### src/rtl/memory_port_arbiter.sv
// memory_port_arbiter
// Shares one single-ported synchronous memory between the instruction-fetch
// (IF) requester and the load/store (DM) requester. Every access walks
// IDLE -> ISSUE -> [WAIT] -> CAPTURE -> RESP, one access at a time.
// Data requests win ties in IDLE.
// Optional feature macro: FETCH_STARVATION_GUARD_EN. When it is defined, IF
// gets priority after three DM grants that were made while IF was waiting.
module memory_port_arbiter #(
   parameter int ADDR_WIDTH  = 64,
   parameter int DATA_WIDTH  = 64,
   parameter int MEM_LATENCY = 1
) (
   input  logic                  clock,
   input  logic                  reset,
   input  logic                  if_req,
   input  logic [ADDR_WIDTH-1:0] if_address,
   output logic                  if_ready,
   output logic                  if_rvalid,
   output logic [DATA_WIDTH-1:0] if_rdata,
   input  logic                  dm_req,
   input  logic                  dm_write,
   input  logic [ADDR_WIDTH-1:0] dm_address,
   input  logic [DATA_WIDTH-1:0] dm_wdata,
   output logic                  dm_ready,
   output logic                  dm_rvalid,
   output logic [DATA_WIDTH-1:0] dm_rdata,
   output logic                  mem_en,
   output logic                  mem_we,
   output logic [ADDR_WIDTH-1:0] mem_address,
   output logic [DATA_WIDTH-1:0] mem_wdata,
   input  logic [DATA_WIDTH-1:0] mem_rdata,
   output logic                  busy
);

   typedef enum logic [2:0] {IDLE, ISSUE, WAIT, CAPTURE, RESP} state_t;

   // The ISSUE cycle accounts for one cycle of latency.
   // WAIT covers the remaining MEM_LATENCY-1 cycles.
   localparam logic [3:0] WAIT_LOAD = 4'(MEM_LATENCY - 1);

   state_t                state_reg;
   logic [3:0]            wait_cnt_reg;
   logic                  owner_dm_reg;
   logic                  write_reg;
   logic                  if_rvalid_reg;
   logic                  dm_rvalid_reg;
   logic                  busy_reg;
   logic                  mem_en_reg;
   logic                  mem_we_reg;
   logic [ADDR_WIDTH-1:0] mem_address_reg;
   logic [DATA_WIDTH-1:0] mem_wdata_reg;
   logic [DATA_WIDTH-1:0] if_rdata_reg;
   logic [DATA_WIDTH-1:0] dm_rdata_reg;

   logic                  if_priority;
   logic                  in_idle;
   logic                  if_grant;
   logic                  dm_grant;

`ifdef FETCH_STARVATION_GUARD_EN
   logic [1:0]            starve_cnt_reg;

   assign if_priority = (starve_cnt_reg == 2'd3);

   // Count DM grants that left a waiting fetch behind.
   // The count saturates at 3, and any fetch grant clears it.
   always_ff @(posedge clock or posedge reset) begin
      if (reset) begin
         starve_cnt_reg <= '0;
      end else if (if_grant) begin
         starve_cnt_reg <= '0;
      end else if (dm_grant && if_req && (starve_cnt_reg != 2'd3)) begin
         starve_cnt_reg <= starve_cnt_reg + 2'd1;
      end
   end
`else
   assign if_priority = 1'b0;
`endif

   // Grants are combinational and only possible in IDLE.
   // Data wins unless the fetch side has been starved.
   assign in_idle  = (state_reg == IDLE) && !reset;
   assign dm_grant = in_idle && dm_req && !(if_priority && if_req);
   assign if_grant = in_idle && if_req && !dm_grant;

   assign if_ready    = if_grant;
   assign dm_ready    = dm_grant;
   assign if_rvalid   = if_rvalid_reg;
   assign dm_rvalid   = dm_rvalid_reg;
   assign if_rdata    = if_rdata_reg;
   assign dm_rdata    = dm_rdata_reg;
   assign mem_en      = mem_en_reg;
   assign mem_we      = mem_we_reg;
   assign mem_address = mem_address_reg;
   assign mem_wdata   = mem_wdata_reg;
   assign busy        = busy_reg;

   // Access sequencer: latch the winning request, drive the memory pins for
   // exactly one cycle, count out the latency, capture the data and pulse
   // rvalid to the owner.
   always_ff @(posedge clock or posedge reset) begin
      if (reset) begin
         state_reg       <= IDLE;
         wait_cnt_reg    <= '0;
         owner_dm_reg    <= 1'b0;
         write_reg       <= 1'b0;
         if_rvalid_reg   <= 1'b0;
         dm_rvalid_reg   <= 1'b0;
         busy_reg        <= 1'b0;
         mem_en_reg      <= 1'b0;
         mem_we_reg      <= 1'b0;
         mem_address_reg <= '0;
         mem_wdata_reg   <= '0;
         if_rdata_reg    <= '0;
         dm_rdata_reg    <= '0;
      end else begin
         // Memory pins and response pulses are single-cycle.
         // They are cleared by default and set only on the cycle before they apply.
         mem_en_reg      <= 1'b0;
         mem_we_reg      <= 1'b0;
         mem_address_reg <= '0;
         mem_wdata_reg   <= '0;
         if_rvalid_reg   <= 1'b0;
         dm_rvalid_reg   <= 1'b0;

         case (state_reg)
            IDLE: begin
               if (dm_grant || if_grant) begin
                  owner_dm_reg    <= dm_grant;
                  write_reg       <= dm_grant && dm_write;
                  mem_en_reg      <= 1'b1;
                  mem_we_reg      <= dm_grant && dm_write;
                  mem_address_reg <= dm_grant ? dm_address : if_address;
                  mem_wdata_reg   <= dm_grant ? dm_wdata : '0;
                  busy_reg        <= 1'b1;
                  state_reg       <= ISSUE;
               end
            end

            ISSUE: begin
               wait_cnt_reg <= WAIT_LOAD;
               state_reg    <= (WAIT_LOAD != 4'd0) ? WAIT : CAPTURE;
            end

            WAIT: begin
               wait_cnt_reg <= wait_cnt_reg - 4'd1;
               if (wait_cnt_reg == 4'd1) begin
                  state_reg <= CAPTURE;
               end
            end

            CAPTURE: begin
               // A store has no read data, so dm_rdata keeps its last load value.
               if (!owner_dm_reg) begin
                  if_rdata_reg <= mem_rdata;
               end else if (!write_reg) begin
                  dm_rdata_reg <= mem_rdata;
               end
               if_rvalid_reg <= !owner_dm_reg;
               dm_rvalid_reg <= owner_dm_reg;
               state_reg     <= RESP;
            end

            RESP: begin
               busy_reg  <= 1'b0;
               state_reg <= IDLE;
            end

            default: begin
               busy_reg  <= 1'b0;
               state_reg <= IDLE;
            end
         endcase
      end
   end

endmodule
### config.mk
export PLATFORM = sky130hd
export DESIGN_NAME = memory_port_arbiter
export DESIGN_NICKNAME = d
export VERILOG_FILES = /design/src/rtl/memory_port_arbiter.sv
export SDC_FILE = /design/constraint.sdc
export NUM_CORES = 1
export LEC_CHECK = 0
export CAP_MARGIN = 20
export CORE_AREA = 10 10 195 197
export DETAILED_ROUTE_END_ITERATION = 10
export DIE_AREA = 0 0 205 207
export PLACE_DENSITY_LB_ADDON = 0.25
export SYNTH_ARGS = -nofsm -noshare
export SYNTH_HDL_FRONTEND = slang
export SYNTH_SLANG_ARGS = --single-unit
### constraint.sdc
create_clock -name clock -period 10.09 [get_ports clock]
set_input_delay 2.018 -clock clock [delete_from_list [all_inputs] [get_ports clock]]
set_output_delay 2.018 -clock clock [all_outputs]
set_load 0.005 [all_outputs]
==> impl_metrics.toml <==
[yosys]
synth_warnings = 0
synth-edff-count = 0
ys_types = 27
ys_seq_area_frac = 0.693
synthArstFlopShare = 1.00
syn_inst = 622
netlist_area_sq_um = 9750
ys.flop_type = "dfrtp_1"
avgSynthCellArea_sq_um = 15.7
synth_seq_cells = 270
synth_nets = 885

[clock_tree]
clkLatencyLatePin_ps = 550
cts_buffer_depth = 3
cts-root-buf = "clkbuf_16"
cts_tree = "yes"
clock_sinks = 270
htreeDepth = 1
cts_resized = 0
post_cts_buffers = 0
clkTransAtPathRegs_ps = 50
hold_buffers = 0
cts_made_buffers = 29

[global_route]
grt_start_max_net_pins = 155
grt_pass1_wl_um = 50100
grt_pass1_vias = 7734
grt_usage = 0.152
overflow = 0
antenna_found_initial = 4

[drt]
routed_via_density = 4.38
vias = 7092
finalWirelength_um = 33800
drc = 0
drt_iter0_drc = 191
wl_per_cell_um = 20.9
postRouteAntennaNets = 0
dr.pass1.iters = 4

[floorplanning]
io_pins = 524
coreArea_sq_um = 34100
die-area_sq_um = 42400
dieWidth_um = 205
fp.dieH_um = 207
start_util = 0.286
rows = 68

[timing]
finalSetupViolations = 0
timing.hold.ws_ps = 501
skew_ps = 12.4
hold_viol = 0
finalCritPeriodShare = 0.653
finalSetupTns_ps = 0
finalCriticalPeriod_ps = 6590
slew_viol_final = 0
grt_setup_unrepaired = "no"
slew_headroom = 0.355
tightest_slew_ps = 968
fmax_mhz = 152

[min_path]
hp-class = "flop to flop"

[status]
outcome = "complete, no violations"

[pwr]
p_total_mw = 4.11
leakage_nw = 7.18
ir_worst_vdd_mv = 0.145
power_density_nw_per_um2 = 252

[worst_setup_path]
crit_path_start_kind = "input port"
cp-end-kind = "primary output"
r2r_setup_slack_ps = 7670
cp.arrival_ps = 4570
crit_required_ps = 8070
crit_fanout = 64
criticalPathCategory = "input port to primary output"

[cells_and_area]
nNetsFinal = 1401
final_common_cell = "clkdlybuf4s50_1"
drive_gt1_frac = 0.159
seqCellArea_sq_um = 6760
final_cell_mix = "clkdlybuf4s50_1, dfrtp_1, mux2_2, and3_1, a22o_1"
fill_cells = 3072
multi_input_area_sq_um = 2700
area_growth_syn_to_layout_pct = 67.3

[placement]
gp_congestion = 0.770
dpl.hpwl_um = 25500
io_buffers = 523

[flow_run]
max-cap-violations = 0
## where the power goes
| part | switching, mW | internal (mW) | leakage (nW) |
|---|---|---|---|
| combinational | 0.489 | 0.954 | 3.24 |
| clock | 0.431 | 0.636 | 0.457 |
| sequential | 0.176 | 1.42 | 3.48 |
## per-stage QoR
| stage | util | cell area, sq um | setup WS [ps] | std cells |
|---|---|---|---|---|
| 2_1_floorplan | - | 9750 | 620 | 622 |
| 3_3_place_gp | 0.450 | 15400 | 3500 | 1562 |
| 3_5_place_dp | 0.450 | 15400 | 3510 | 1562 |
| 4_1_cts | 0.478 | 16300 | 3500 | 1615 |
| 5_1_grt | 0.478 | 16300 | 3440 | 1618 |
| 6_report | 0.478 | 16300 | 3500 | 1618 |
## per-layer routing
| layer | part of all wire | GRT usage |
|---|---|---|
| met3 | 0.11 | 0.0685 |
| met2 | 0.51 | 0.270 |
| met1 | 0.36 | 0.156 |
| met4 | 0.020 | 0.0427 |
| met5 | 0.00033 | 0 |
## synthesized netlist by cell type (3+ instances only)
master    instances  area share
nor4b_1           3      0.0027
inv_1             7      0.0027
a22o_1           63       0.057
clkbuf_1         17      0.0065
dfrtp_1         270        0.69
a21o_1            3      0.0023
buf_6            12       0.014
buf_2             9      0.0046
nand2_1           6      0.0023
and3_1           65       0.042
mux2_2          128        0.15
a21oi_1           5      0.0026
o21ai_0           7      0.0036
nor2_1            4      0.0015
buf_4             7      0.0054
## cell type report
| class | count | area share |
|---|---|---|
| sequential | 270 | 0.414 |
| timing repair buffer | 530 | 0.325 |
| multi-input combinational | 300 | 0.165 |
| clock buffer | 43 | 0.0502 |
| tap | 455 | 0.0349 |
| clock inverter | 10 | 0.00836 |
| inverter | 7 | 0.00207 |
| antenna | 3 | 0.000460 |
## cell families (layout without fill, tap and decap cells)
| kind of cell | Yosys count | count (layout) | share of synthesized area |
|---|---|---|---|
| AOI/OAI and AO/OA | 80 | 80 | 0.0668 |
| xor gates and xnor gates | 1 | 1 | 0.000898 |
| adders and majority gates | 2 | 2 | 0.00257 |
| buffers and inverters | 52 | 590 | 0.0331 |
| DFF | 270 | 270 | 0.693 |
| muxes | 128 | 128 | 0.148 |
| other | 0 | 3 | 0 |
| and+or+nand+nor | 89 | 89 | 0.0561 |
## critical path: stages
cell	delay (ps)
clkdlybuf4s50_1	560
or4_1	530
nor3b_4	210
buf_4	540
clkdlybuf4s50_1	640
## worst paths after layout
check                             start       endpoint  cells after the start
max                               reset       if_ready                      5
min                           write_reg      write_reg                      1
max reg2reg                state_reg[0]   dm_rdata[43]                      4
min reg2reg                   write_reg      write_reg                      1
max in group asynchronous         reset   if_rdata[49]                      3
min in group asynchronous         reset  mem_wdata[34]                      2
(Power assumes the default switching activity.)
